## src/rtl/sensor_scan_ctrl.sv

```systemverilog
// Time-multiplexed sensor bank scanner: selects a bank, waits for the mux to settle,
// samples a shared error function, debounces per bank and reports new faults by valid/ack.
module sensor_scan_ctrl #(
  parameter int unsigned NUM_BANKS = 4,
  parameter int unsigned SETTLE    = 2,
  parameter int unsigned DEBOUNCE  = 3
) (
  input  logic                         clk,
  input  logic                         rst,
  input  logic                         enable,
  input  logic [3:0]                   sensors,
  output logic [$clog2(NUM_BANKS)-1:0] bank_sel,
  output logic                         fault_valid,
  output logic [$clog2(NUM_BANKS)-1:0] fault_bank,
  input  logic                         fault_ack,
  input  logic                         clear_flags,
  output logic [NUM_BANKS-1:0]         fault_flags,
  output logic                         scan_done
);

  localparam int unsigned BW = $clog2(NUM_BANKS);
  localparam int unsigned CW = $clog2(DEBOUNCE + 1);
  localparam int unsigned SW = $clog2(SETTLE + 1);

  localparam logic [BW-1:0] LastBank   = BW'(NUM_BANKS - 1);
  localparam logic [CW-1:0] DebMax     = CW'(DEBOUNCE);
  localparam logic [CW:0]   DebTarget  = (CW + 1)'(DEBOUNCE);
  localparam logic [SW-1:0] SettleLast = SW'(SETTLE - 1);

  typedef enum logic [2:0] {StIdle, StSettle, StSample, StReport, StNext} state_e;

  state_e        state_q;
  logic [SW-1:0] settle_q;
  logic [CW-1:0] cnt_q [NUM_BANKS];

  logic          err;
  logic [CW-1:0] cur_cnt;
  logic [CW:0]   cnt_inc;
  logic          hit;

  always_comb begin
    err     = sensors[0] | (sensors[1] & (sensors[3] | sensors[2]));
    cur_cnt = cnt_q[bank_sel];
    cnt_inc = {1'b0, cur_cnt} + (CW + 1)'(1);
    // A saturated counter never "reaches" DEBOUNCE again, so a held fault reports once.
    hit     = err && (cnt_inc == DebTarget) && !fault_flags[bank_sel];
  end

  always_ff @(posedge clk) begin
    if (rst) begin
      state_q     <= StIdle;
      settle_q    <= '0;
      bank_sel    <= '0;
      fault_valid <= 1'b0;
      fault_bank  <= '0;
      fault_flags <= '0;
      scan_done   <= 1'b0;
      for (int unsigned i = 0; i < NUM_BANKS; i++) cnt_q[i] <= '0;
    end else begin
      scan_done <= 1'b0;
      if (clear_flags) begin
        fault_flags <= '0;
        for (int unsigned i = 0; i < NUM_BANKS; i++) cnt_q[i] <= '0;
      end

      case (state_q)
        StIdle: begin
          if (enable) begin
            settle_q <= '0;
            state_q  <= StSettle;
          end
        end
        StSettle: begin
          settle_q <= settle_q + SW'(1);
          if (settle_q == SettleLast) state_q <= StSample;
        end
        StSample: begin
          state_q <= StNext;
          // A coincident clear wins over the sample: counters stay cleared, no flag is set.
          if (!clear_flags) begin
            if (err) cnt_q[bank_sel] <= (cur_cnt == DebMax) ? DebMax : cur_cnt + CW'(1);
            else     cnt_q[bank_sel] <= '0;
            if (hit) begin
              fault_flags[bank_sel] <= 1'b1;
              fault_bank            <= bank_sel;
              fault_valid           <= 1'b1;
              state_q               <= StReport;
            end
          end
        end
        StReport: begin
          if (fault_ack) begin
            fault_valid <= 1'b0;
            state_q     <= StNext;
          end
        end
        StNext: begin
          bank_sel  <= (bank_sel == LastBank) ? '0 : bank_sel + BW'(1);
          scan_done <= (bank_sel == LastBank);
          settle_q  <= '0;
          state_q   <= enable ? StSettle : StIdle;
        end
        default: state_q <= StIdle;
      endcase
    end
  end

endmodule

```

## config.mk

```make
export PLATFORM = sky130hd
export DESIGN_NAME = sensor_scan_ctrl
export DESIGN_NICKNAME = d
export VERILOG_FILES = /design/src/rtl/sensor_scan_ctrl.sv
export SDC_FILE = /design/constraint.sdc
export NUM_CORES = 1
export LEC_CHECK = 0
export CORE_UTILIZATION = 57
export CTS_CLUSTER_DIAMETER = 200
export DETAILED_ROUTE_END_ITERATION = 16
export PLACE_DENSITY_LB_ADDON = 0.15
export SLEW_MARGIN = 20
export SYNTH_ARGS = -nofsm -noshare
export SYNTH_HDL_FRONTEND = slang
export SYNTH_SLANG_ARGS = --single-unit
```

## constraint.sdc

```tcl
create_clock -name clk -period 2.4 [get_ports clk]
set_input_delay 0.24 -clock clk [delete_from_list [all_inputs] [get_ports clk]]
set_output_delay 0.24 -clock clk [all_outputs]
set_load 0.02 [all_outputs]
```

[After elaboration in Yosys (flattened, before gate mapping)]
Memories as Yosys holds them, arrays and structs flattened. A register that Yosys moved wholly into a read port is not among the register bits.
Cells that the tools add are included.
Operators by class
  div/mod/pow operators: 0
  bitwise gates (word level): 11
  add/subtract/negate cells: 4
  reduce and logical (&&, ||, !) cells: 13
  equal/unequal tests: 13
  order comparisons: 2
  multiply operators: 0
  mux-type cells: 49
  shift operators: 0
Operators by type and width (count)
  $mux W2: 12
  $mux W1: 22
  $mux W4: 5
  $mux W3: 5
  $pmux W3 S5: 1
  $ne A2 B2 Y1 const B: 5
  $eq A3 B2 Y1 const B: 3
  $or A1 B1 Y1: 7
  $add A2 B1 Y2 const B: 3
  $pmux W2 S3: 1
  $reduce_and A3 Y1: 2
  $eq A2 B2 Y1 const B: 2
  $or A4 B4 Y4: 1
  $reduce_and A4 Y1: 1
  $reduce_or A2 Y1: 2
  $add A2 B1 Y3 const B: 1
  $eq A3 B1 Y1 const B: 1
  $eq A3 B3 Y1 const B: 1
  $logic_and A1 B1 Y1: 3
  $logic_not A3 Y1: 1
  $lt A2 B3 Y1 const B: 1
  $reduce_bool A3 Y1: 1
  $bmux W1 S2: 1
  $demux W1 S2: 1
  8 further kinds: 9
Storage, ports and cells
  RAM bits: 8
  register bits: 15
  bits of input ports: 9
  bits in read-only memories: 0
  logic and storage cells: 100
  bits in latches: 0
  output and inout bits: 10
  memories: 1
Memory list
  cnt_q: words 4, bits a word 2, read ports 1, clocked after memory_dff 1, wr ports 4, line 34  | logic [CW-1:0] cnt_q [NUM_BANKS];

[Longest topological paths before layout]
Gate-level depths: netlist of the first run.
  depth in word-level cells: 11
  gate-level depth with buffers: 6

[Worst setup path before layout of the first run]
Ideal clock, no wire load.
  path kind: reg2reg
  from: reg bank_sel[0]
  to: reg state_q[0]
  stages on the path, launching flop included: 5
  slack: 619 ps
  setup time: 100 ps
  arrival time: 1681 ps
  cells stage by stage: dfxtp_1 mux4_2 nor2_4 nand4_4 a2111oi_4
Between the ends
  word-level cells in the longest chain between the ends: 7
RTL lines
  start, declared: line 12  | output logic [$clog2(NUM_BANKS)-1:0] bank_sel,
  start signal, assigned: line 98  | bank_sel <= (bank_sel == LastBank) ? '0 : bank_sel + BW'(1);
  $bmux W1 S2: line 46  | hit = err && (cnt_inc == DebTarget) && !fault_flags[bank_sel];
  $mux W1 (implied by the code): line 46
  $logic_not A1 Y1: line 46
  $logic_and A1 B1 Y1: line 46
  $mux W3: line 83  | if (hit) begin
  $mux W3: line 80  | if (!clear_flags) begin
  $pmux W3 S5: line 66  | case (state_q)
  end signal, assigned: line 51  | state_q <= StIdle;
  end signal, assigned: line 70  | state_q <= StSettle;
  end signal, assigned: line 87  | state_q <= StReport;
  end, declared: line 32  | state_e state_q;
Every way passes these cells. The select of a mux whose other input is x is not followed.
A chain may end at the register's enable or synchronous reset.

[Worst setup path in the final report of the first run]
Same ends and word-level chain as after synthesis.

==> results of run 1 <==
## cells in the final DEF (no fill, tap or decap), types with 4 or more instances in the layout
cell type	synthesis	final
sky130_fd_sc_hd__clkdlybuf4s50_1	0	18
sky130_fd_sc_hd__dfxtp_1	17	17
sky130_fd_sc_hd__nand2_1	14	14
sky130_fd_sc_hd__inv_1	10	10
sky130_fd_sc_hd__nor2_1	10	10
sky130_fd_sc_hd__nand2b_1	10	10
sky130_fd_sc_hd__and2_1	8	8
sky130_fd_sc_hd__edfxtp_1	8	8
sky130_fd_sc_hd__a21oi_1	6	6
sky130_fd_sc_hd__ha_1	5	5
sky130_fd_sc_hd__o32ai_1	4	4
## sequential cells by signal, summed over array words and instances, names as in the netlist, named ones only
signal	count
fault_flags	4
scan_done	1
fault_bank	2
fault_valid	1
bank_sel	2
settle_q	2
state_q	3
cnt_q	8
## per-stage QoR
| stage | utilization | power (W) |
|---|---|---|
| after floorplan | - | 0.000541 |
| after global placement | 0.737 | 0.000572 |
| after detailed placement | 0.737 | 0.000576 |
| after CTS | 0.749 | 0.000753 |
| after global routing | 0.749 | 0.000781 |
| final | 0.749 | 0.000749 |
## final timing paths
check	depth (start not counted)	end	start
worst max register to register	4	state_q[0]	bank_sel[0]
worst min register to register	2	fault_bank[0]	fault_bank[0]
worst min-delay path	2	fault_bank[0]	fault_bank[0]
worst max-delay path	4	state_q[0]	bank_sel[0]
## area by class of cell
class / count / area (um2) / area share
inverter: 10 / 37.5 / 0.0243
tap: 27 / 33.8 / 0.0219
multi-input combinational: 89 / 664 / 0.430
sequential: 25 / 581 / 0.376
timing repair buffer: 21 / 203 / 0.131
clock buffer: 4 / 26.3 / 0.0170
## cells in the mapped netlist, drive strengths merged
cell / number
o31ai: 1
clkbuf: 3
o32ai: 4
a2bb2oi: 2
ha: 5
o21a: 2
mux2i: 3
a211oi: 1
a22oi: 2
inv: 10
nor2b: 2
and2b: 1
buf: 2
nand2: 14
and4: 1
dfxtp: 17
o21ai: 2
or2: 1
or3: 1
nand4b: 1
a21oi: 6
o22a: 1
nand4: 1
mux4: 3
nor4: 1
a2111oi: 2
nor2: 11
edfxtp: 8
nor3b: 1
nand3: 1
and2: 8
o211ai: 1
nand2b: 10
## critical path, delay by kind of cell, from the launching register on
kind            cells  cell delay, ps
simple gates        2             320
compound gates      1             310
flops               1             530
mux                 1             580
## per-layer routing
layer	wire length [um]	vias up	part of all wire
li1	-	496	-
met1	1120	463	0.45
met2	1160	37	0.47
met3	167	4	0.067
met4	42	0	0.017
met5	0	-	0
## power groups by stage
stage | Clock, W | Sequential [W] | Combinational (W)
after floorplan | 0 | 0.000466 | 0.0000747
after global placement | 0 | 0.000468 | 0.000104
after detailed placement | 0 | 0.000468 | 0.000108
after CTS | 0.000186 | 0.000459 | 0.000108
after global routing | 0.000198 | 0.000461 | 0.000122
final | 0.000182 | 0.000458 | 0.000108
## cell families (layout without fill, tap and decap cells)
| logic type | Yosys count | in the layout | share of synthesized area |
|---|---|---|---|
| buffers and inverters | 15 | 35 | 0.0442 |
| DFF | 25 | 25 | 0.446 |
| adders and majority gates | 5 | 5 | 0.0480 |
| and+or+nand+nor | 54 | 54 | 0.238 |
| AOI/OAI and AO/OA | 24 | 24 | 0.146 |
| muxes | 6 | 6 | 0.0778 |
==> results.yml, run 1 <==
place:
  dpl.cell_count: 172
  dp_hpwl_um: 1890
  dpl_cell_area_um2: 1520
  place_ws_ps: 590
  numPortBuffers: 18
  routabilityCongestion: 0.856
logic_synthesis:
  syn_avg_cell_area_um2: 10.1
  synth_nets: 143
  largest_area_contributor_in_the_netlist: "sky130_fd_sc_hd__dfxtp_1"
  synth_top_cells_by_area: "sky130_fd_sc_hd__dfxtp_1 (26%), sky130_fd_sc_hd__edfxtp_1 (18%), sky130_fd_sc_hd__ha_1 (4.8%), sky130_fd_sc_hd__nand2b_1 (4.8%), sky130_fd_sc_hd__nand2_1 (4.0%)"
  synth_largest_type_area_fraction: 0.261
  synth-warning-count: 0
  syn_area_um2: 1300
  synth_cell_types: 37
  synth.yosys.seq_area_share: 0.446
  synthCells: 129
  synth.ff_latch_count: 25
layout:
  syn_to_final_growth_pct: 18.6
  final_cell_area_excluding_filler_cells_um2: 1550
  final_net_count: 164
  count_of_filler_cells_inserted_in_the_layout: 153
  fin_cells: 176
  n_antenna_cell: 0
  layout-drive-gt1-share: 0.0940
sta:
  tns_ps: 0
  tightest_slew_ps: 421
  final.period_utilization: 0.761
  hold_viol: 0
  clock_skew_ps: 1.95
  worst_slack_ps: 573
  setup-violations-final: 0
  finalWorstPathRequiredPeriod_ps: 1830
  max_slew_margin: 0.712
  slew_violations: 0
  rsz0062_at_grt: "no"
  final.hold.worst_slack_ps: 487
  timing.fmax_mhz: 547
setup_path:
  cp_max_fo: 8
  crit_chain: "mux4_2 -> nor2_4 -> nand4_4 -> a2111oi_4"
  critPathArrivalTime_ps: 2050
  critical_path_required_ps: 2630
  worst_path_largest_cell_delay_ps: 580
  worst-setup-path-type: "register to register"
  crit_slowest_cell: "sky130_fd_sc_hd__mux4_2"
  worstSetupEndpointType: "register"
  ff2ff_setup_slack_ps: 570
  setup.worst_path.start_class: "register"
clock_tree:
  tritoncts: "built"
  number_of_buffers_added_for_setup_after_cts: 0
  cts-buffers-inserted: 3
  cts_htree_levels: 1
  path_clk_slew_ps: 130
  clkLatencyLatePin_ps: 310
  cts_root_buf: "sky130_fd_sc_hd__clkbuf_4"
  cts_buffer_depth: 2
  cts.sinks: 25
  post_cts_resized: 0
  postCtsHoldBufs: 0
power_and_ir_drop:
  power.net_switching_w: 0.000182
  vdd_ir_drop_max_uv: 438
  power.share.clock: 0.243
  static_leak_nw: 0.540
  cellInternalPower_w: 0.000567
  power.combinational.fraction: 0.144
  sequentialPowerShare: 0.612
  power_density_nw_per_um2: 485
  sw_frac_of_total: 0.244
grt:
  global_route_wire_length_before_repair_um: 4370
  global_route.usage.met1: 0.318
  grt_busiest_layer: "met2"
  global_route.usage.met2: 0.378
  grt-ovfl-total: 0
  grt_max_degree: 21
  grt_use_met3: 0.0401
  gr-usage-all-layers: 0.240
  antenna_found_initial: 0
  number_of_global_route_vias_before_repair: 994
hold_path:
  min_path_type: "register to register"
die:
  initial_core_util: 0.632
  die-area_um2: 2480
  design.core.area_um2: 2060
  rows: 16
  floorplan.die.width_um: 49.8
  chipHeight_um: 49.8
  top_level_ports: 19
job:
  drv.max_cap_violation_count: 0
route:
  dr_total_vias: 1000
  drc: 0
  post_dr_wirelength_cell_um: 14.2
  via_per_inst: 5.68
  drt_iter0_markers: 12
  wl_um: 2500
  drt_first_pass_iters: 4
  ant_nets: 0
run_status:
  status: "finished clean"
Power figures use the tool's default switching activity.
==> inputs of run 2 (changes only) <==
--- a/config.mk
+++ b/config.mk
@@ -5,7 +5,7 @@
 export SDC_FILE = /design/constraint.sdc
 export NUM_CORES = 1
 export LEC_CHECK = 0
-export CORE_UTILIZATION = 57
+export CORE_UTILIZATION = 53
 export CTS_CLUSTER_DIAMETER = 200
 export DETAILED_ROUTE_END_ITERATION = 16
 export PLACE_DENSITY_LB_ADDON = 0.15
==> constraint.sdc (replaced) <==
create_clock -name clk -period 1.85 [get_ports clk]
set_input_delay 0.185 -clock clk [delete_from_list [all_inputs] [get_ports clk]]
set_output_delay 0.185 -clock clk [all_outputs]
set_load 0.02 [all_outputs]
==> run 2 against run 1 <==
Clock skew is 1.2 ps higher. Combinational power is 28% higher. Critical path type unchanged. Non-clock buffer count grew 4. Cell area up 2.0%. Fmax is 6.5% higher. Count of clock-buffer cells in the layout unchanged. Total power is 31% higher. Critical endpoint is now cnt_q[1][1]. Clock power rose by 34%. Die area is 7.3% higher. Sequential share of layout area decreased by 0.75 points. First-iteration DRC count is 50% higher. Worst hold slack got worse by 2.8 ps.
==> results.yml, run 2 (synthesized netlist as in run 1, its figures left out) <==
layout:
  layout_commonest_cell: "sky130_fd_sc_hd__clkdlybuf4s50_1"
  fin_cells: 181
  largest_register_ff_count: 8
  final_net_count: 168
  layout-drive-gt1-share: 0.118
  utilization: 0.699
  mostFrequentLayoutCells: "sky130_fd_sc_hd__clkdlybuf4s50_1 (18), sky130_fd_sc_hd__dfxtp_1 (17), sky130_fd_sc_hd__nand2_1 (14)"
  n_antenna_cell: 0
  final_cell_area_excluding_filler_cells_um2: 1580
  top_regs: "cnt_q: 8 flops, fault_flags: 4 flops, state_q: 3 flops"
  largest_register: "cnt_q"
  syn_to_final_growth_pct: 21.0
die:
  chipHeight_um: 51.6
  die-area_um2: 2660
  floorplan.die.width_um: 51.6
  top_level_ports: 19
  design.core.area_um2: 2250
  rows: 17
  initial_core_util: 0.578
route:
  drc: 0
  drt_first_pass_iters: 4
  dr_total_vias: 1029
  post_dr_wirelength_cell_um: 14.8
  via_per_inst: 5.69
  drt_iter0_markers: 18
  wl_um: 2680
  ant_nets: 0
grt:
  antenna_found_initial: 0
  global_route_wire_length_before_repair_um: 4440
  gr-usage-all-layers: 0.234
  number_of_global_route_vias_before_repair: 967
  grt-ovfl-total: 0
  grt_max_degree: 21
power_and_ir_drop:
  vdd_ir_drop_max_uv: 458
  cellInternalPower_w: 0.000736
  power.share.clock: 0.248
  sequentialPowerShare: 0.612
  power_density_nw_per_um2: 624
  total_power_w: 0.000983
  sw_frac_of_total: 0.251
  static_leak_nw: 0.562
  power.combinational.fraction: 0.141
  power.net_switching_w: 0.000247
clock_tree:
  post_cts_resized: 0
  path_clk_slew_ps: 130
  cts_root_buf: "sky130_fd_sc_hd__clkbuf_4"
  postCtsHoldBufs: 0
  cts_htree_levels: 1
  cts.sinks: 25
  cts-buffers-inserted: 3
  number_of_buffers_added_for_setup_after_cts: 0
  cts_buffer_depth: 2
  clkLatencyLatePin_ps: 310
  tritoncts: "built"
sta:
  max_slew_margin: 0.683
  tightest_slew_ps: 471
  clock_skew_ps: 3.18
  finalWorstPathRequiredPeriod_ps: 1720
  final.period_utilization: 0.927
  rsz0062_at_grt: "no"
  timing.fmax_mhz: 583
  setup-violations-final: 0
  tns_ps: 0
  hold_viol: 0
  slew_violations: 0
place:
  numPortBuffers: 18
  dp_hpwl_um: 2040
  routabilityCongestion: 0.823
  dpl_cell_area_um2: 1550
  dpl.cell_count: 177
hold_path:
  min_path_type: "register to register"
  hp-start: "fault_bank[0]"
  hold_end: "fault_bank[0]"
  timing.hold.worst_path_depth: 2
setup_path:
  setup.worst_path.start_class: "register"
  worstSetupEndpointType: "register"
  reg2reg_depth: 4
  critPathArrivalTime_ps: 1800
  ff2ff_setup_slack_ps: 130
  r2r-end: "cnt_q[1][1]"
  critical_path_required_ps: 1940
  worst-setup-path-type: "register to register"
  cp_max_fo: 5
run_status:
  status: "finished clean"
job:
  drv.max_cap_violation_count: 0
-- run 2: changes by cell type in the layout (fill, tap and decap cells not counted) --
cell and delta:
sky130_fd_sc_hd__buf_4 +4
-- run 2: worst max-delay path by stage --
stage / from / slack [ps] / to
finish: register / 130 / cnt_q[1][1]
global route: register / 40 / cnt_q[1][1]
CTS: register / 130 / cnt_q[1][1]
detailed placement: register / 150 / cnt_q[1][1]
global placement: register / 200 / cnt_q[0][1]
floorplan: bank_sel[0] / 70 / state_q[0]
-- run 2: worst max-delay path: stages, from the launching register on --
cell and delay (ps):
sky130_fd_sc_hd__dfxtp_1 390, sky130_fd_sc_hd__mux4_1 690, sky130_fd_sc_hd__nor2_1 150, sky130_fd_sc_hd__nor2_1 80
sky130_fd_sc_hd__and2_1 170
-- run 2: through the flow --
step                setup slack (ps)  hold WS (ps)
floorplan                       69.1           302
global placement                 202           460
detailed placement               145           464
CTS                              130           487
global route                    41.1           505
finish                           135           484
-- run 2: final cells by class --
cell class | count | area [um2]
timing repair buffer | 25 | 233
sequential | 25 | 581
fill | 169 | 678
multi-input combinational | 89 | 664
inverter | 10 | 37.5
clock buffer | 4 | 26.3
tap | 28 | 35.0
-- run 2: power groups by stage --
stage          Sequential [W]  Combinational [W]  Clock (W)
3_3_place_gp         0.000613           0.000133          0
6_report             0.000601           0.000138   0.000243
5_1_grt              0.000604           0.000155   0.000261
4_1_cts              0.000601           0.000138   0.000249
2_1_floorplan        0.000605          0.0000969          0
3_5_place_dp         0.000614           0.000137          0
-- run 2: per-layer routing --
metal | routed length [um] | GRT usage
met1 | 1250 | 0.313
met2 | 1310 | 0.374
met3 | 83 | 0.0322
met4 | 39 | 0.108
met5 | 0 | 0
